### src/rtl/mc_ctrl_pkg.sv
// Shared encodings for the multi-cycle control FSM: states, next-PC modes,
// ALU ops, opcode/funct constants and the instruction class seen by the FSM.
package mc_ctrl_pkg;

   typedef enum logic [2:0] {
      S_IF  = 3'd0,
      S_ID  = 3'd1,
      S_EX  = 3'd2,
      S_MEM = 3'd3,
      S_WB  = 3'd4
   } state_t;

   localparam logic [2:0] NPC_PLUS4 = 3'b000;
   localparam logic [2:0] NPC_BEQ   = 3'b001;
   localparam logic [2:0] NPC_JUMP  = 3'b010;
   localparam logic [2:0] NPC_BNE   = 3'b011;
   localparam logic [2:0] NPC_JR    = 3'b100;

   localparam logic [2:0] ALU_ADD = 3'b000;
   localparam logic [2:0] ALU_SUB = 3'b001;
   localparam logic [2:0] ALU_AND = 3'b010;
   localparam logic [2:0] ALU_OR  = 3'b011;
   localparam logic [2:0] ALU_SLT = 3'b100;

   localparam logic [5:0] OP_RTYPE = 6'b000000;
   localparam logic [5:0] OP_J     = 6'b000010;
   localparam logic [5:0] OP_BEQ   = 6'b000100;
   localparam logic [5:0] OP_BNE   = 6'b000101;
   localparam logic [5:0] OP_ADDI  = 6'b001000;
   localparam logic [5:0] OP_ORI   = 6'b001101;
   localparam logic [5:0] OP_LW    = 6'b100011;
   localparam logic [5:0] OP_SW    = 6'b101011;

   localparam logic [5:0] FN_ADD = 6'b100000;
   localparam logic [5:0] FN_SUB = 6'b100010;
   localparam logic [5:0] FN_AND = 6'b100100;
   localparam logic [5:0] FN_OR  = 6'b100101;
   localparam logic [5:0] FN_SLT = 6'b101010;
   localparam logic [5:0] FN_JR  = 6'b001000;

   typedef enum logic [3:0] {
      C_RTYPE   = 4'd0,
      C_JR      = 4'd1,
      C_J       = 4'd2,
      C_LW      = 4'd3,
      C_SW      = 4'd4,
      C_BEQ     = 4'd5,
      C_BNE     = 4'd6,
      C_ADDI    = 4'd7,
      C_ORI     = 4'd8,
      C_ILLEGAL = 4'd9
   } inst_class_t;

   typedef struct packed {
      logic [2:0] alu_op;
      logic       alu_src;
      logic       ext_zero;
   } alu_ctl_t;

   // ALU controls for an instruction class; R-type picks the op from funct.
   function automatic alu_ctl_t alu_ctl(inst_class_t cls, logic [5:0] funct);
      alu_ctl_t a;
      a = '{alu_op: ALU_ADD, alu_src: 1'b0, ext_zero: 1'b0};
      case (cls)
         C_RTYPE: begin
            case (funct)
               FN_SUB:  a.alu_op = ALU_SUB;
               FN_AND:  a.alu_op = ALU_AND;
               FN_OR:   a.alu_op = ALU_OR;
               FN_SLT:  a.alu_op = ALU_SLT;
               default: a.alu_op = ALU_ADD;
            endcase
         end
         C_ADDI: a.alu_src = 1'b1;
         C_ORI: begin
            a.alu_op   = ALU_OR;
            a.alu_src  = 1'b1;
            a.ext_zero = 1'b1;
         end
         C_LW, C_SW: a.alu_src = 1'b1;
         C_BEQ, C_BNE: a.alu_op = ALU_SUB;
         default: a.alu_op = ALU_ADD;
      endcase
      return a;
   endfunction

endpackage

### src/rtl/mc_ctrl_dec.sv
// Combinational instruction classifier: op/funct to the class the FSM sequences.
module mc_ctrl_dec
   import mc_ctrl_pkg::*;
(
   input  logic [5:0]  op,
   input  logic [5:0]  funct,
   output inst_class_t cls
);

   // Map opcode (and funct for op 0) onto an instruction class.
   always_comb begin
      cls = C_ILLEGAL;
      case (op)
         OP_RTYPE: begin
            case (funct)
               FN_ADD, FN_SUB, FN_AND, FN_OR, FN_SLT: cls = C_RTYPE;
               FN_JR:                                 cls = C_JR;
               default:                               cls = C_ILLEGAL;
            endcase
         end
         OP_J:    cls = C_J;
         OP_BEQ:  cls = C_BEQ;
         OP_BNE:  cls = C_BNE;
         OP_ADDI: cls = C_ADDI;
         OP_ORI:  cls = C_ORI;
         OP_LW:   cls = C_LW;
         OP_SW:   cls = C_SW;
         default: cls = C_ILLEGAL;
      endcase
   end

endmodule

### src/rtl/mc_ctrl.sv
// Multi-cycle control FSM: sequences IF/ID/EX/MEM/WB, drives PC, register-file,
// ALU and data-memory controls, and counts retired instructions.
module mc_ctrl
   import mc_ctrl_pkg::*;
#(
   parameter int unsigned CNT_W = 32
) (
   input  logic             clk,
   input  logic             rst,
   input  logic [5:0]       op,
   input  logic [5:0]       funct,
   input  logic             mem_ready,
   output logic             ir_write,
   output logic             pc_write,
   output logic [2:0]       npc_op,
   output logic             reg_write,
   output logic             reg_dst,
   output logic             alu_src,
   output logic             ext_zero,
   output logic [2:0]       alu_op,
   output logic             mem_read,
   output logic             mem_write,
   output logic             mem_to_reg,
   output logic             illegal,
   output logic             retire,
   output logic [2:0]       state,
   output logic [CNT_W-1:0] retired_cnt
);

   state_t      state_q;
   state_t      state_d;
   inst_class_t cls;
   alu_ctl_t    alu;

   mc_ctrl_dec u_dec (
      .op    (op),
      .funct (funct),
      .cls   (cls)
   );

   assign alu   = alu_ctl(cls, funct);
   assign state = state_q;

   // State register; reset aborts any instruction in flight.
   always_ff @(posedge clk or posedge rst) begin
      if (rst) begin
         state_q <= S_IF;
      end else begin
         state_q <= state_d;
      end
   end

   // Retired-instruction counter, wraps naturally at 2^CNT_W.
   always_ff @(posedge clk or posedge rst) begin
      if (rst) begin
         retired_cnt <= '0;
      end else if (retire) begin
         retired_cnt <= retired_cnt + CNT_W'(1);
      end
   end

   // Next state and per-state control outputs; everything held low under reset.
   always_comb begin
      state_d    = S_IF;
      ir_write   = 1'b0;
      pc_write   = 1'b0;
      npc_op     = NPC_PLUS4;
      reg_write  = 1'b0;
      reg_dst    = 1'b0;
      alu_src    = 1'b0;
      ext_zero   = 1'b0;
      alu_op     = ALU_ADD;
      mem_read   = 1'b0;
      mem_write  = 1'b0;
      mem_to_reg = 1'b0;
      illegal    = 1'b0;
      retire     = 1'b0;

      case (state_q)
         S_IF: begin
            ir_write = 1'b1;
            state_d  = S_ID;
         end

         S_ID: begin
            case (cls)
               C_J: begin
                  pc_write = 1'b1;
                  npc_op   = NPC_JUMP;
                  retire   = 1'b1;
                  state_d  = S_IF;
               end
               C_JR: begin
                  pc_write = 1'b1;
                  npc_op   = NPC_JR;
                  retire   = 1'b1;
                  state_d  = S_IF;
               end
               C_ILLEGAL: begin
                  // Skip the unsupported word without counting it.
                  illegal  = 1'b1;
                  pc_write = 1'b1;
                  npc_op   = NPC_PLUS4;
                  state_d  = S_IF;
               end
               default: state_d = S_EX;
            endcase
         end

         S_EX: begin
            alu_op   = alu.alu_op;
            alu_src  = alu.alu_src;
            ext_zero = alu.ext_zero;
            case (cls)
               C_BEQ: begin
                  pc_write = 1'b1;
                  npc_op   = NPC_BEQ;
                  retire   = 1'b1;
                  state_d  = S_IF;
               end
               C_BNE: begin
                  pc_write = 1'b1;
                  npc_op   = NPC_BNE;
                  retire   = 1'b1;
                  state_d  = S_IF;
               end
               C_LW, C_SW:             state_d = S_MEM;
               C_RTYPE, C_ADDI, C_ORI: state_d = S_WB;
               default:                state_d = S_IF;
            endcase
         end

         S_MEM: begin
            alu_op    = alu.alu_op;
            alu_src   = alu.alu_src;
            ext_zero  = alu.ext_zero;
            mem_read  = (cls == C_LW);
            mem_write = (cls == C_SW);
            if (!mem_ready) begin
               state_d = S_MEM;
            end else if (cls == C_SW) begin
               pc_write = 1'b1;
               npc_op   = NPC_PLUS4;
               retire   = 1'b1;
               state_d  = S_IF;
            end else if (cls == C_LW) begin
               state_d = S_WB;
            end else begin
               state_d = S_IF;
            end
         end

         S_WB: begin
            alu_op     = alu.alu_op;
            alu_src    = alu.alu_src;
            ext_zero   = alu.ext_zero;
            reg_write  = 1'b1;
            reg_dst    = (cls == C_RTYPE);
            mem_to_reg = (cls == C_LW);
            pc_write   = 1'b1;
            npc_op     = NPC_PLUS4;
            retire     = 1'b1;
            state_d    = S_IF;
         end

         default: state_d = S_IF;
      endcase

      if (rst) begin
         ir_write   = 1'b0;
         pc_write   = 1'b0;
         npc_op     = NPC_PLUS4;
         reg_write  = 1'b0;
         reg_dst    = 1'b0;
         alu_src    = 1'b0;
         ext_zero   = 1'b0;
         alu_op     = ALU_ADD;
         mem_read   = 1'b0;
         mem_write  = 1'b0;
         mem_to_reg = 1'b0;
         illegal    = 1'b0;
         retire     = 1'b0;
      end
   end

endmodule

### config.mk
export PLATFORM = sky130hd
export DESIGN_NAME = mc_ctrl
export DESIGN_NICKNAME = d
export VERILOG_FILES = /design/src/rtl/mc_ctrl_pkg.sv /design/src/rtl/mc_ctrl_dec.sv /design/src/rtl/mc_ctrl.sv
export SDC_FILE = /design/constraint.sdc
export NUM_CORES = 1
export LEC_CHECK = 0
export ABC_AREA = 1
export CORE_MARGIN = 2
export CORE_UTILIZATION = 54
export DETAILED_ROUTE_END_ITERATION = 6
export DONT_BUFFER_PORTS = 1
export GPL_TIMING_DRIVEN = 0
export PLACE_DENSITY_LB_ADDON = 0.3
export SLEW_MARGIN = 20
export SYNTH_ARGS = -nofsm -noshare
export SYNTH_HDL_FRONTEND = slang
export SYNTH_SLANG_ARGS = --single-unit
export TNS_END_PERCENT = 10
### constraint.sdc
create_clock -name clk -period 3.66 [get_ports clk]
set_clock_uncertainty 0.1 [all_clocks]
set_input_delay 0.366 -clock clk [delete_from_list [all_inputs] [get_ports clk]]
set_output_delay 0.366 -clock clk [all_outputs]
set_load 0.005 [all_outputs]
# ---- Word-level counts from Yosys, hierarchy flattened
# Cells that the tools add are included.
dict set report word_totals {
  regBits 35
  out_inout_bits 52
  word_cells 86
}
dict set report op_classes {
  add_sub_neg 1
  eq_ne 26
  mux 46
  n_reduce_logical 11
}
# op count
set op_table {}
lappend op_table {{$eq 6x6->1 const B} 7}
lappend op_table {{$add 32x1->32 const B} 1}
lappend op_table {{$pmux 4 s8} 1}
lappend op_table {{$mux 1} 28}
lappend op_table {{$pmux 3 s4} 2}
lappend op_table {{$eq 6x4->1 const B} 3}
lappend op_table {{$mux 3} 6}
lappend op_table {{$pmux 3 s2} 3}
lappend op_table {{$eq 4x3->1 const B} 4}
lappend op_table {{$eq 6x3->1 const B} 2}
lappend op_table {{$pmux 3 s3} 1}
lappend op_table {{$reduce_or 3->1} 3}
lappend op_table {{$eq 4x2->1 const B} 2}
lappend op_table {{$eq 4x4->1 const B} 2}
lappend op_table {{$pmux 1 s4} 2}
lappend op_table {{$pmux 4 s2} 1}
lappend op_table {{$eq 3x2->1 const B} 2}
lappend op_table {{$eq 6x2->1 const B} 1}
lappend op_table {{$logic_not 6->1} 1}
lappend op_table {{$reduce_or 2->1} 3}
lappend op_table {{$reduce_or 5->1} 1}
lappend op_table {{$eq 4x1->1 const B} 1}
lappend op_table {{$logic_not 4->1} 1}
lappend op_table {{$pmux 2 s2} 1}
lappend op_table {{other kinds (5)} 5}

# ---- Longest topological paths before layout
dict set report logic_depth {
  depth_word 9
  mapped_depth 15
  ltp_nobuf 14
}

# ---- Hierarchy
# A second synthesis with hierarchy kept.
dict set report unflattened {
  cells_unflattened 502
  hier_area_um2 3004.1
}
# mod instances cells_each area_each_um2 seq_area_each_um2
set by_module_without_submodules {}
lappend by_module_without_submodules {mc_ctrl 1 447 2748.9 875.8}
lappend by_module_without_submodules {mc_ctrl_dec 1 55 255.2 0.0}

# ---- Least setup slack after synthesis
# Ideal clock, no wire load.
dict set report synth_timing {
  kind {in2reg}
  start {input port rst}
  end {register retired_cnt[10]}
  setup_time_ns 0.072
  arrival_ns 1.977
  slack_ns 1.511
  cell_stages 4
  n_path_buf 1
  cell_sequence {clkinv_1 -> clkbuf_1 -> nand3_1 -> nand2_1}
}
dict set report synth_via {
  elab_chain_cells 1
}
# element line_no
set synth_rtl {}
lappend synth_rtl {{start: declaration} mc_ctrl.sv:9} ;# input logic rst,
lappend synth_rtl {{$mux 1} mc_ctrl.sv:169} ;# if (rst) begin
lappend synth_rtl {{end signal: assignment} mc_ctrl.sv:58} ;# retired_cnt <= retired_cnt + CNT_W'(1);
lappend synth_rtl {{end: declaration} mc_ctrl.sv:27} ;# output logic [CNT_W-1:0] retired_cnt
# Every way passes these cells.
# A chain may end at the register's enable or synchronous reset.

# ---- Worst setup path in the final report
dict set report layout_timing {
  start {register state_q[2] (netlist: state[2])}
  end {output port retire}
}
dict set report layout_via {
  elab_chain_cells 3
  word_cells_on_any_way 6
}
# element line_no
set layout_rtl {}
lappend layout_rtl {{start: declaration} mc_ctrl.sv:30} ;# state_t state_q;
lappend layout_rtl {{start signal: assignment} mc_ctrl.sv:49} ;# state_q <= state_d;
lappend layout_rtl {{$eq 3x3->1 (tied with other cells)} mc_ctrl.sv:79} ;# case (state_q)
lappend layout_rtl {{$pmux 1 s4 *} mc_ctrl.sv:79}
lappend layout_rtl {{$mux 1 *} mc_ctrl.sv:169}
lappend layout_rtl {{end: declaration} mc_ctrl.sv:25} ;# output logic retire,
# Every way passes the cells marked *; elsewhere a longest branch is shown, timed or not.

==> results.md <==
- Fin Hold WS: approximately 0.14 ns
- Required time worst endpoint: approximately 3.2 ns
- Setup violators final: 0
- Setup total negative slack: 0 ns
- Sequential Area: 876 µm²
- Per-cell routed wire length: approximately 13 µm
- Worst-skew pair later-pin latency: just under 0.3 ns
- Worst reg2reg path depth: 12
- Clk pwr share: roughly 33%
- Commonest cells post-synth: sky130_fd_sc_hd__nand2_1 (133), sky130_fd_sc_hd__inv_1 (60), sky130_fd_sc_hd__nor2_1 (52)
- Cell type with the highest occurrence count on the critical path: sky130_fd_sc_hd__inv_1
- Top cells by area, synth: sky130_fd_sc_hd__dfrtp_1 (34%), sky130_fd_sc_hd__nand2_1 (19%), sky130_fd_sc_hd__nand3_1 (9.7%)
- Reg2Reg Setup Slack: 1.24 ns
- Library cell with the highest instance count after synthesis: sky130_fd_sc_hd__nand2_1
- P_int: ~0.00058 W
- Die width: about 73 µm
- Count of unique library cells instantiated by Yosys: 31
- Max stage delay cell, worst path: sky130_fd_sc_hd__dfrtp_1
- Slowest Stage Delay on Critical Path: approximately 0.43 ns
- Port Buffers: 0
- Global-route wire length before repair: ~10 mm
- Share of synthesized registers carrying an async set or reset: 100%
- Die Outline Area: ~5300 µm²
- Relative contribution of sequential cells to total power: between 50% and 60%
- Number of enable-type register cells in the synthesized netlist: 0
- RR Endpoint: retired_cnt[30]
- YS warnings: 0
- Crit end category: primary output
- Count of H-tree levels built during CTS: 2
- Peak ir drop on the vdd network: 219 µV
- CTS max path bufs: 2
- Synth Register Bits: 35
- Drt first-iter violations: between 150 and 200
- 1st-pass router iterations: 4
- Number of top-level pins: 67
- CP Max Fanout: 10
- Pwr Density: 302 nW/µm²
- Post-route fraction of the period consumed by the critical path: between 60% and 70%
- Layout cells sized above 1: 6.51%
- Number of slew-limit violations in the final report: 0
- Pin count of the biggest net entering global routing: 26
- Post-CTS setup buffer count: 0
- Hold violation count in the final report: 0
- Average cell area after synthesis: between 6 and 7 µm²
- CTS tree: built
- Series of cell instances along the critical path: inv_1, nand2_1, nor2_1, nand2_1, o21ai_0, inv_1, nand3_4, nand2_2, buf_6, inv_1
- Crit path arrival time: roughly 2.0 ns
- Library cell with the largest summed area after synthesis: sky130_fd_sc_hd__dfrtp_1
- Worst Path Class, Setup: flip-flop to primary output
- Buffering stage count on the worst path with inverters included: 4
- Total via count in the routed design: about 2600
- Switching power total: about 0.00025 W
- Switching share of power: 30.5%
- Sinks on the clock net: 35
- Area growth syn-to-layout: 6.90%
- Top FF cell, synth: sky130_fd_sc_hd__dfrtp_1
- Routed vias/inst: around 5.4
- Number of cell rows: 25
- Tightest Hold Check Type: primary input to asynchronous set/reset pin
- Number of global-route vias before repair: ~2300
- Total congestion overflow: 0
- Die boundary height: 73.1 µm
- N_diodes: 0
- HPWL reported at the end of detailed placement: around 4.6 mm
- Area occupied by multi-input gates: 1390 µm²
- Leakage power: about 1.4 nW
- Achievable Freq: just over 0.4 GHz
- Std-Cell Core Area: 4660 µm²
- Number of nets produced by synthesis: ~420
- Number of hold-repair buffers added at the cts stage: 0
- Setup repair after global routing missed its margin: no
- Status: finished, final reports clean
- Clock-pin slew reported for the worst setup and hold paths after clock tree synthesis: roughly 0.070 ns
- Number of nets in the layout: 430
- Worst slew slack as a fraction of its limit: between 60% and 70%
- DRC: 0
- Buffer type at the clock tree root: sky130_fd_sc_hd__clkbuf_8
- Slew at the pin closest to its max-slew limit: 0.523 ns
- Clock buffers created by TritonCTS: 5
- Comb pwr share: between 15 and 20%
- Summed instance area of the synthesized netlist: roughly 2600 µm²
- Post-CTS sizing: 0
- Antenna violations before repair: 0
- Synthesized instance count: about 400
- Starting density of the core: a little under three fifths
- Startpoint of the most critical register-to-register path: retired_cnt[0]
- Share of synthesized area occupied by flip-flops and latches: approximately a third
- Share of the synthesized area in the top cell type: 34.0%
- Filler cells: 436
- Routability-driven placement congestion ratio: 0.856
- Kind of start point of the critical path: flip-flop
- Min cycle time layout: between 2 and 2.5 ns
- Routed Antenna Nets: 0
- Total Wirelength: around 6.0 mm
- Maximum capacitance violations: 0
- Overall routing resource usage: a little under a quarter
- Critical path depth: 10
- Crit path max-delay family: simple AND/OR/NAND/NOR gates
-- cells in the final DEF (no fill, tap or decap), drive strengths merged --
cell    Yosys  routed
nor3b       1       1
nor3       17      17
o21ai       5       5
dfrtp      35      35
o21bai      1       1
nand3b      3       3
inv        60      60
a22oi       1       1
clkinv      1       2
buf         6       7
ha          1       1
xnor2       3       3
a21oi       7       7
nor2       56      56
xor2        5       5
clkbuf      3      10
nand3      52      52
nand2     135     135
nand4       7       7
nor4        4       4
and2        1       1
or2         1       1
nor2b       1       1
-- per-stage QoR --
| stage | util [%] | worst slack, ns | cells | instance area, µm² | power (W) |
|---|---|---|---|---|---|
| after global placement | 56.7 | 0.961 | 460 | 2640 | 0.000558 |
| final | 59.1 | 1.18 | 469 | 2750 | 0.000832 |
| after detailed placement | 57.3 | 1.27 | 461 | 2670 | 0.000564 |
| after CTS | 59.1 | 1.17 | 469 | 2750 | 0.000835 |
| after floorplan | - | 1.51 | 406 | 2580 | 0.000530 |
| after global routing | 59.1 | 0.973 | 469 | 2750 | 0.000877 |
-- worst max path at each step --
stage / from / to
after floorplan: rst / retired_cnt[10]
after global placement: rst / retired_cnt[14]
after detailed placement: retired_cnt[0] / retired_cnt[28]
after CTS: state[2] / retire
after global routing: retired_cnt[0] / retired_cnt[30]
final: state[2] / retire
-- cell families after synthesis --
kind of cell | Yosys count | share of synthesized area [%]
DFF | 35 | 34.0
xor gates and xnor gates | 8 | 2.72
and+or+nand+nor | 278 | 47.6
AOI/OAI and AO/OA | 14 | 3.21
adders and majority gates | 1 | 0.486
buffers and inverters | 70 | 11.9
-- layer usage --
layer / wire length, µm / part of all wire (%) / vias to the layer above / GRT usage (%)
met3: 422 / 7.0 / 7 / 7.32
li1: - / - / 1293 / -
met1: 2640 / 44 / 1182 / 29.0
met4: 90 / 1.5 / 0 / 8.02
met2: 2860 / 48 / 68 / 39.9
met5: 0 / 0 / - / 0
-- sequential cells by signal, summed over array words and instances (netlist names) --
register and flops:
retired_cnt 32, state 3
-- cell type report --
| type | count | share of cell area [%] |
|---|---|---|
| inverter | 61 | 8.31 |
| clock buffer | 7 | 2.77 |
| buffer | 9 | 2.91 |
| multi-input combinational | 301 | 50.6 |
| timing repair buffer | 1 | 1.00 |
| tap | 54 | 2.45 |
| clock inverter | 1 | 0.182 |
| sequential | 35 | 31.8 |
-- power by group through the flow --
stage | logic, W | registers (W) | clock network [W]
after floorplan | 0.000103 | 0.000428 | 0
after global placement | 0.000123 | 0.000435 | 0
after detailed placement | 0.000129 | 0.000435 | 0
after CTS | 0.000129 | 0.000428 | 0.000278
after global routing | 0.000149 | 0.000430 | 0.000297
final | 0.000128 | 0.000428 | 0.000275
(Power assumes the default switching activity.)
